`src/rtl/rr_pkg.sv`:
```
// Shared types and helpers for the round-robin request dispatcher.
// The grant-check build option (RR_DISP_GNT_CHECK_EN) is consumed by rr_req_dispatcher.
package rr_pkg;

  typedef enum logic [1:0] {IDLE, ARB, GNT, SEND} rr_disp_state_t;

  // Helpers operate on a fixed-width vector; callers zero-extend their N-bit vectors.
  localparam int RR_MAX_N = 32;
  localparam int RR_IDX_W = 5;

  // True when exactly one bit is set.
  function automatic logic is_onehot(input logic [RR_MAX_N-1:0] v);
    return (v != '0) && ((v & (v - RR_MAX_N'(1))) == '0);
  endfunction

  // Index of the lowest set bit; for a one-hot vector this is its position.
  function automatic logic [RR_IDX_W-1:0] onehot_to_idx(input logic [RR_MAX_N-1:0] v);
    logic [RR_IDX_W-1:0] r;
    r = '0;
    for (int i = RR_MAX_N - 1; i >= 0; i--) begin
      if (v[i]) r = RR_IDX_W'(i);
    end
    return r;
  endfunction

endpackage

```
`src/rtl/rr_req_dispatcher_counter.sv`:
```
// Saturating up/down pending-request counter (rr_req_counter), one per requester.
module rr_req_counter #(
  parameter int CNT_W = 4
) (
  input  logic clk,
  input  logic rst,
  input  logic inc,
  input  logic dec,
  output logic nonzero,
  output logic ovf
);

  localparam logic [CNT_W-1:0] CNT_MAX = '1;

  logic [CNT_W-1:0] cnt;

  // Count up on inc, down on dec; simultaneous inc/dec cancels, increments saturate.
  always_ff @(posedge clk) begin
    if (rst) begin
      cnt <= '0;
    end else begin
      case ({inc, dec})
        2'b10:   if (cnt != CNT_MAX) cnt <= cnt + CNT_W'(1);
        2'b01:   if (cnt != '0)      cnt <= cnt - CNT_W'(1);
        default: cnt <= cnt;
      endcase
    end
  end

  assign nonzero = (cnt != '0);
  // Lost increment: arrived at max with no decrement to absorb it.
  assign ovf     = inc & ~dec & (cnt == CNT_MAX);

endmodule

```
`src/rtl/rr_req_dispatcher.sv`:
```
// Requester-side companion of round_robin: counts request pulses per client,
// drives the arbiter's req/en, consumes its one-hot grant and hands the winning
// index downstream.
// Build option: RR_DISP_GNT_CHECK_EN enables strict grant checking (zero-hot,
// multi-hot or unrequested grants raise o_err); without it the lowest requested
// grant bit wins and an empty grant is dropped silently.
//
// Handshake: o_idx is transferred on a cycle where o_valid && i_ready; once
// o_valid rises, o_valid and o_idx hold unchanged until that transfer.
module rr_req_dispatcher
  import rr_pkg::*;
#(
  parameter  int N     = 10,
  parameter  int CNT_W = 4,
  localparam int M     = $clog2(N)
) (
  input  logic           i_clk,
  input  logic           i_rstn,
  input  logic [N-1:0]   i_req_pulse,
  output logic [N-1:0]   o_req,
  output logic           o_en,
  input  logic [N-1:0]   i_gnt,
  output logic           o_valid,
  input  logic           i_ready,
  output logic [M-1:0]   o_idx,
  output logic [N-1:0]   o_pending,
  output logic           o_err,
  output rr_disp_state_t o_state
);

  rr_disp_state_t state, state_next;
  logic [N-1:0]   req_q;
  logic [N-1:0]   dec_vec;
  logic [N-1:0]   ovf_vec;
  logic [N-1:0]   gnt_win;
  logic           gnt_legal;
  logic           latch_req;
  logic           grant_ok;
  logic           grant_bad;
  logic           gnt_check_err;

  // Per-requester pending counters.
  for (genvar g = 0; g < N; g++) begin : g_cnt
    rr_req_counter #(.CNT_W(CNT_W)) u_cnt (
      .clk     (i_clk),
      .rst     (i_rstn),
      .inc     (i_req_pulse[g]),
      .dec     (dec_vec[g]),
      .nonzero (o_pending[g]),
      .ovf     (ovf_vec[g])
    );
  end

`ifdef RR_DISP_GNT_CHECK_EN
  // Strict: exactly one bit, and only among the requesters that were offered.
  assign gnt_legal     = is_onehot(RR_MAX_N'(i_gnt)) && ((i_gnt & ~req_q) == '0);
  assign gnt_win       = i_gnt;
  assign gnt_check_err = 1'b1;
`else
  // Lenient: keep the lowest requested grant bit, ignore everything else.
  logic [N-1:0] gnt_cand;
  assign gnt_cand      = i_gnt & req_q;
  assign gnt_win       = gnt_cand & (~gnt_cand + N'(1));
  assign gnt_legal     = |gnt_cand;
  assign gnt_check_err = 1'b0;
`endif

  assign dec_vec = grant_ok ? gnt_win : '0;

  // Next-state logic: one arbitration in flight at a time.
  always_comb begin
    state_next = state;
    latch_req  = 1'b0;
    grant_ok   = 1'b0;
    grant_bad  = 1'b0;
    case (state)
      IDLE: begin
        if (|o_pending) begin
          state_next = ARB;
          latch_req  = 1'b1;
        end
      end
      ARB: state_next = GNT;
      GNT: begin
        if (gnt_legal) begin
          state_next = SEND;
          grant_ok   = 1'b1;
        end else begin
          state_next = IDLE;
          grant_bad  = 1'b1;
        end
      end
      SEND: begin
        if (i_ready) begin
          if (|o_pending) begin
            state_next = ARB;
            latch_req  = 1'b1;
          end else begin
            state_next = IDLE;
          end
        end
      end
      default: state_next = IDLE;
    endcase
  end

  // State, frozen request mask, granted index and sticky error.
  always_ff @(posedge i_clk) begin
    if (i_rstn) begin
      state <= IDLE;
      req_q <= '0;
      o_idx <= '0;
      o_err <= 1'b0;
    end else begin
      state <= state_next;
      if (latch_req) req_q <= o_pending;
      if (grant_ok)  o_idx <= M'(onehot_to_idx(RR_MAX_N'(gnt_win)));
      if ((|ovf_vec) || (grant_bad && gnt_check_err)) o_err <= 1'b1;
    end
  end

  assign o_en    = (state == ARB);
  assign o_req   = ((state == ARB) || (state == GNT)) ? req_q : '0;
  assign o_valid = (state == SEND);
  assign o_state = state;

endmodule
```
`config.mk`:
```
export PLATFORM = sky130hd
export DESIGN_NAME = rr_req_dispatcher
export DESIGN_NICKNAME = d
export VERILOG_FILES = /design/src/rtl/rr_pkg.sv /design/src/rtl/rr_req_dispatcher_counter.sv /design/src/rtl/rr_req_dispatcher.sv
export SDC_FILE = /design/constraint.sdc
export NUM_CORES = 1
export LEC_CHECK = 0
export BUFFER_PORTS_ARGS = -buffer_cell sky130_fd_sc_hd__buf_2
export CAP_MARGIN = 20
export CORE_ASPECT_RATIO = 2
export CORE_MARGIN = 10
export CORE_UTILIZATION = 35
export CTS_CLUSTER_SIZE = 25
export DETAILED_ROUTE_END_ITERATION = 16
export GPL_ROUTABILITY_DRIVEN = 0
export HOLD_SLACK_MARGIN = 0.05
export PLACE_DENSITY_LB_ADDON = 0.3
export SETUP_SLACK_MARGIN = 0.4
export SLEW_MARGIN = 10
export SYNTH_ARGS = -nofsm -noshare
export SYNTH_HDL_FRONTEND = slang
export SYNTH_SLANG_ARGS = --single-unit
```
`constraint.sdc`:
```
create_clock -name i_clk -period 5.9 [get_ports i_clk]
set_input_delay 0.59 -clock i_clk [delete_from_list [all_inputs] [get_ports i_clk]]
set_output_delay 0.59 -clock i_clk [all_outputs]
set_load 0.01 [all_outputs]
```
==> results of run 1 <==
report_power, final:
group	internal [uW]	total [uW]	leakage [uW]	switching (uW)
logic	138	359	0.00161	221
registers	427	480	0.000468	53.4
clock network	345	522	0.000148	177
cell type report:
type / count / area [um^2] / area share
Tap cell: 145 / 181 / 0.0379
Timing Repair Buffer: 52 / 275 / 0.0575
Sequential cell: 57 / 1140 / 0.238
Multi-Input combinational cell: 360 / 2670 / 0.557
Clock inverter: 3 / 40.0 / 0.00837
Inverter: 60 / 225 / 0.0471
Clock buffer: 12 / 256 / 0.0536
logic make-up (layout without fill, tap and decap cells):
group / after synthesis / after routing / share of synthesized area
compound gates: 110 / 110 / 0.182
xor+xnor: 20 / 20 / 0.0422
fa+ha+maj: 55 / 55 / 0.184
buf+inv: 80 / 127 / 0.0840
flops: 57 / 57 / 0.275
mux: 1 / 1 / 0.00241
simple gates: 174 / 174 / 0.231
layer usage:
layer  GRT usage  part of all wire  up-vias
li1            -                 -     1801
met1       0.121              0.37     1751
met2       0.246              0.55       74
met3      0.0290             0.045       32
met4      0.0841             0.043        0
met5           0                 0        -
metrics by stage:
stage	util	area (um^2)	setup slack, ns	hold slack [ns]	total power [uW]
2_1_floorplan	-	4160	2.78	0.468	751
3_3_place_gp	0.382	4470	2.43	0.471	836
3_5_place_dp	0.384	4490	2.35	0.475	848
4_1_cts	0.409	4780	2.70	0.487	1370
5_1_grt	0.409	4780	2.38	0.507	1430
6_report	0.409	4780	2.68	0.486	1360
Yosys cell counts (2+ instances only):
cell type  instances
a21o_1            10
a21oi_2            2
nor3_1             5
and2_1            17
a22oi_1            2
dfxtp_1           57
clkbuf_1           8
nor2_1            41
inv_1             59
nand4_1            5
and3_1            11
a211oi_1          20
a311oi_1           5
xnor2_1           20
ha_1              45
fa_1              10
nand3_1           20
nand2_1           42
nor4_4             2
nor4_2             8
buf_4             11
a211oi_2           3
and4_4             2
o21ai_0           12
or3_1             11
a21oi_1           46
worst max-delay path, delay by kind of cell:
kind	cells	cell delay [ns]
AOI/OAI and AO/OA	5	1.41
xor gates and xnor gates	1	0.09
and+or+nand+nor	3	0.73
adders and majority gates	2	0.50
buffers and inverters	2	0.16
flip-flops by register name, indices dropped and copies added (netlist names):
register / cells
req_q: 10
o_err: 1
g_cnt.u_cnt.cnt: 40
o_state: 2
o_idx: 4
path summary, 6_finish.rpt:
kind	endpoint	slack (ns)	from
worst max register to register	g_cnt[2].u_cnt.cnt[3]$_SDFFE_PP0P_	2.71	req_q[6]$_SDFFE_PP0P_
worst min register to register	o_idx[2]$_SDFFE_PP0P_	0.49	o_idx[2]$_SDFFE_PP0P_
worst min-delay path	o_idx[2]$_SDFFE_PP0P_	0.49	o_idx[2]$_SDFFE_PP0P_
worst max-delay path	g_cnt[2].u_cnt.cnt[3]$_SDFFE_PP0P_	2.68	i_gnt[6]
==> results.yml, run 1 <==
outcome:
  outcome: "finished, final reports clean"
job:
  cap_violations: 0
cells_and_area:
  num_antenna_cells: 0
  drive_above_1_share: 0.169
  finalNonFillerCells: 689
  syn_to_final_growth_pct: 15.1
  final_common_cell: "inv_1"
  fin_nets: 618
  fill_cells: 1161
  final_cell_mix: "inv_1, dfxtp_1, buf_2"
sta:
  post-route-period-util: 0.546
  setup_tns_ns: 0
  finalHoldViolations: 0
  slew_headroom: 0.301
  rsz0062_at_grt: "no"
  final.min_clock_period_ns: 3.22
  skew_ns: 0.00694
  slew_viol_final: 0
  fmax_mhz: 310
  setup_viol: 0
  worstMarginPinSlew_ns: 1.05
logic_synthesis:
  synth_flop_cell: "dfxtp_1"
  synth-async-reset-ratio: 0
  syn_inst: 497
  yosysTopAreaCell: "dfxtp_1"
  synthTopCellsByArea: "dfxtp_1, ha_1, a21oi_1"
  ys_seq_area_frac: 0.275
  syn_nets: 575
  syn_area_um2: 4160
  synth-warning-count: 0
  syn_avg_cell_area_um2: 8.36
  synth_edf_count: 0
  ys_ff_latch: 57
  synth.distinct_cells: 49
  yosys.area.top_type_share: 0.275
global_routing:
  grt_pass1_vias: 3744
  grt_pass1_wl_mm: 18.1
  grtUsageTotal: 0.130
  grt.overflow.total: 0
  grt_max_degree: 39
  antenna_found_initial: 0
place:
  hpwl_mm: 8.82
  port_buffers: 51
  placed_cells: 674
clock_tree:
  cts.htree.levels: 3
  cts_tree: "built"
  cts-hold-fix-buffers: 0
  post_cts_buffers: 0
  cts_num_sinks: 57
  cts_buffer_depth: 2
  cts_resized: 0
  numCtsBuffers: 9
  clk_pin_slew_ns: 0.05
  clk_latency_ns: 0.33
  cts_root_buffer: "clkbuf_16"
floorplan:
  dieArea_um2: 16900
  die_h_um: 174
  num_rows: 56
  core_area_um2: 11700
  die_width_um: 97.0
  start_util: 0.355
  io_pins: 52
worst_setup_path:
  arrival_ns: 3.49
  crit_required_ns: 6.16
  cp_slowest_stage_delay_ns: 0.58
  cp_max_fo: 8
  crit_slowest_cell: "a222oi_1"
  startpoint_type: "primary input"
  r2r_cells: 12
  path_class: "in2reg"
  cp-end-kind: "flop"
  crit_path_cell_trace: "buf_2, a222oi_1, nand4_2, o21ai_4, or3_2, inv_1, ha_1, ha_1, a21o_1, a21oi_1, xnor2_1, or3_1, a21oi_1"
route:
  via_count: 3658
  routed_wl_mm: 11.0
  wl_per_cell_um: 15.9
  viasPerCell: 5.31
  drc: 0
  drt_iter0_markers: 153
  ant_nets: 0
  drtPass1Iterations: 4
pwr:
  p_per_area_nw_per_um2: 285
  worst_ir_drop_vdd_uv: 185
  leakage_uw: 0.00223
min_path:
  min_path_cells: 2
  hp-class: "reg2reg"
Note: power is estimated with default switching activity, not from simulation.
==> run 2: changes to the inputs <==
==> constraint.sdc (replaced) <==
create_clock -name i_clk -period 3.26 [get_ports i_clk]
set_input_delay 0.326 -clock i_clk [delete_from_list [all_inputs] [get_ports i_clk]]
set_output_delay 0.326 -clock i_clk [all_outputs]
set_load 0.01 [all_outputs]
==> results.yml, run 2 (synthesized netlist as in run 1, its figures left out) <==
outcome:
  outcome: "finished, final reports clean"
global_routing:
  grtUsageTotal: 0.131
  antenna_found_initial: 0
  grt.overflow.total: 0
  grt_pass1_wl_mm: 18.1
  grt_max_degree: 44
  grt_pass1_vias: 3711
clock_tree:
  cts_tree: "built"
  cts_buffer_depth: 2
  clk_pin_slew_ns: 0.05
  cts_root_buffer: "clkbuf_16"
  numCtsBuffers: 9
  clk_latency_ns: 0.32
  cts.htree.levels: 3
  cts_num_sinks: 57
route:
  ant_nets: 0
  drtPass1Iterations: 5
  drt_iter0_markers: 164
  wl_per_cell_um: 16.1
  drc: 0
  viasPerCell: 5.30
  routed_wl_mm: 11.4
  via_count: 3745
min_path:
  min_from: "i_gnt[0]"
  hp-class: "in2reg"
  min_path_cells: 4
cells_and_area:
  fin_nets: 635
  drive_above_1_share: 0.269
  reg_top3: "g_cnt.u_cnt.cnt x40, req_q x10, o_idx x4"
  largest_reg_flops: 40
  syn_to_final_growth_pct: 24.9
  final_cell_mix: "inv_1, dfxtp_1, buf_2"
  top_register: "g_cnt.u_cnt.cnt"
  num_antenna_cells: 0
sta:
  final.min_clock_period_ns: 2.78
  fmax_mhz: 360
  finalHoldViolations: 0
  slew_headroom: 0.377
  setup_viol: 0
  worstMarginPinSlew_ns: 0.935
  rsz0062_at_grt: "yes"
  skew_ns: 0.00561
  slew_viol_final: 0
  post-route-period-util: 0.853
  setup_ws_ns: 0.480
  setup_tns_ns: 0
worst_setup_path:
  startpoint_type: "flop"
  crit_path_cell_trace: "a22oi_1, buf_4, nand4_4, o21a_4, nand2_4, nor3_1, ha_2, ha_1, a21o_1, a21oi_2, xnor2_1, or3_1, a21oi_1"
  crit_slowest_cell: "dfxtp_1"
  arrival_ns: 3.04
  cp-end-kind: "flop"
  cp-startpoint: "req_q[3]$_SDFFE_PP0P_"
  cp_slowest_stage_delay_ns: 0.38
  r2r_start: "req_q[3]$_SDFFE_PP0P_"
  path_class: "reg2reg"
  crit_required_ns: 3.52
  r2r_cells: 13
  cp_max_fo: 5
floorplan:
  die_width_um: 97.0
  core_area_um2: 11700
  die_h_um: 174
  start_util: 0.355
  dieArea_um2: 16900
  num_rows: 56
  io_pins: 52
place:
  port_buffers: 51
  pre_cts_ws_ns: 0.148
  hpwl_mm: 8.99
pwr:
  worst_ir_drop_vdd_uv: 264
  p_per_area_nw_per_um2: 512
  leakage_uw: 0.00231
  power_uw: 2660
job:
  cap_violations: 0
## run 2: final timing paths
check                                            end  slack, ns
hold reg to reg                o_idx[1]$_SDFFE_PP0P_       0.48
setup / recovery  g_cnt[6].u_cnt.cnt[3]$_SDFFE_PP0P_       0.48
setup reg to reg  g_cnt[6].u_cnt.cnt[3]$_SDFFE_PP0P_       0.48
hold / removal                 o_idx[0]$_SDFFE_PP0P_       0.42
## run 2: critical path, delay by kind of cell, from the launching register on
family	cells	cell delay, ns
AOI/OAI and AO/OA	5	0.72
xor gates and xnor gates	1	0.09
adders and majority gates	2	0.53
buffers and inverters	1	0.17
DFF	1	0.38
and+or+nand+nor	4	0.79
## run 2: layer usage
metal	vias up	GRT usage	share of wire	routed length [um]
met5	-	0	0	0
met3	36	0.0242	0.037	426
met4	0	0.0958	0.056	639
met2	84	0.241	0.54	6170
li1	1837	-	-	-
met1	1788	0.125	0.36	4150
## run 2: what timing repair did
action                     4_1_cts  5_1_grt
pin swaps                        3       43
gates resized for setup          5       46
hold buffers                     0        0
hold endpoints to repair         0        0
setup endpoints to repair        9       10
setup buffers                    1        6
## run 2: final cells by class
cell class / count / area (um^2)
clock buffers: 11 / 253
clock inverters: 5 / 77.6
fillers: 1133 / 6510
inverters: 60 / 225
multi-input cells: 360 / 2920
flip-flops and latches: 57 / 1140
well taps: 145 / 181
repair buffers: 69 / 390
## run 2: power by group
part           internal [uW]  switching (uW)  total, uW
registers                774            94.7        869
clock network            707             328       1030
logic                    311             443        754
## run 2: stage by stage
step / instance area, um^2 / std cells / hold slack [ns] / util
after global routing: 5190 / 707 / 0.419 / 0.444
after global placement: 4550 / 684 / 0.473 / 0.389
after CTS: 4910 / 701 / 0.382 / 0.420
after floorplan: 4160 / 497 / 0.468 / -
after detailed placement: 4550 / 684 / 0.468 / 0.389
final: 5190 / 707 / 0.421 / 0.444
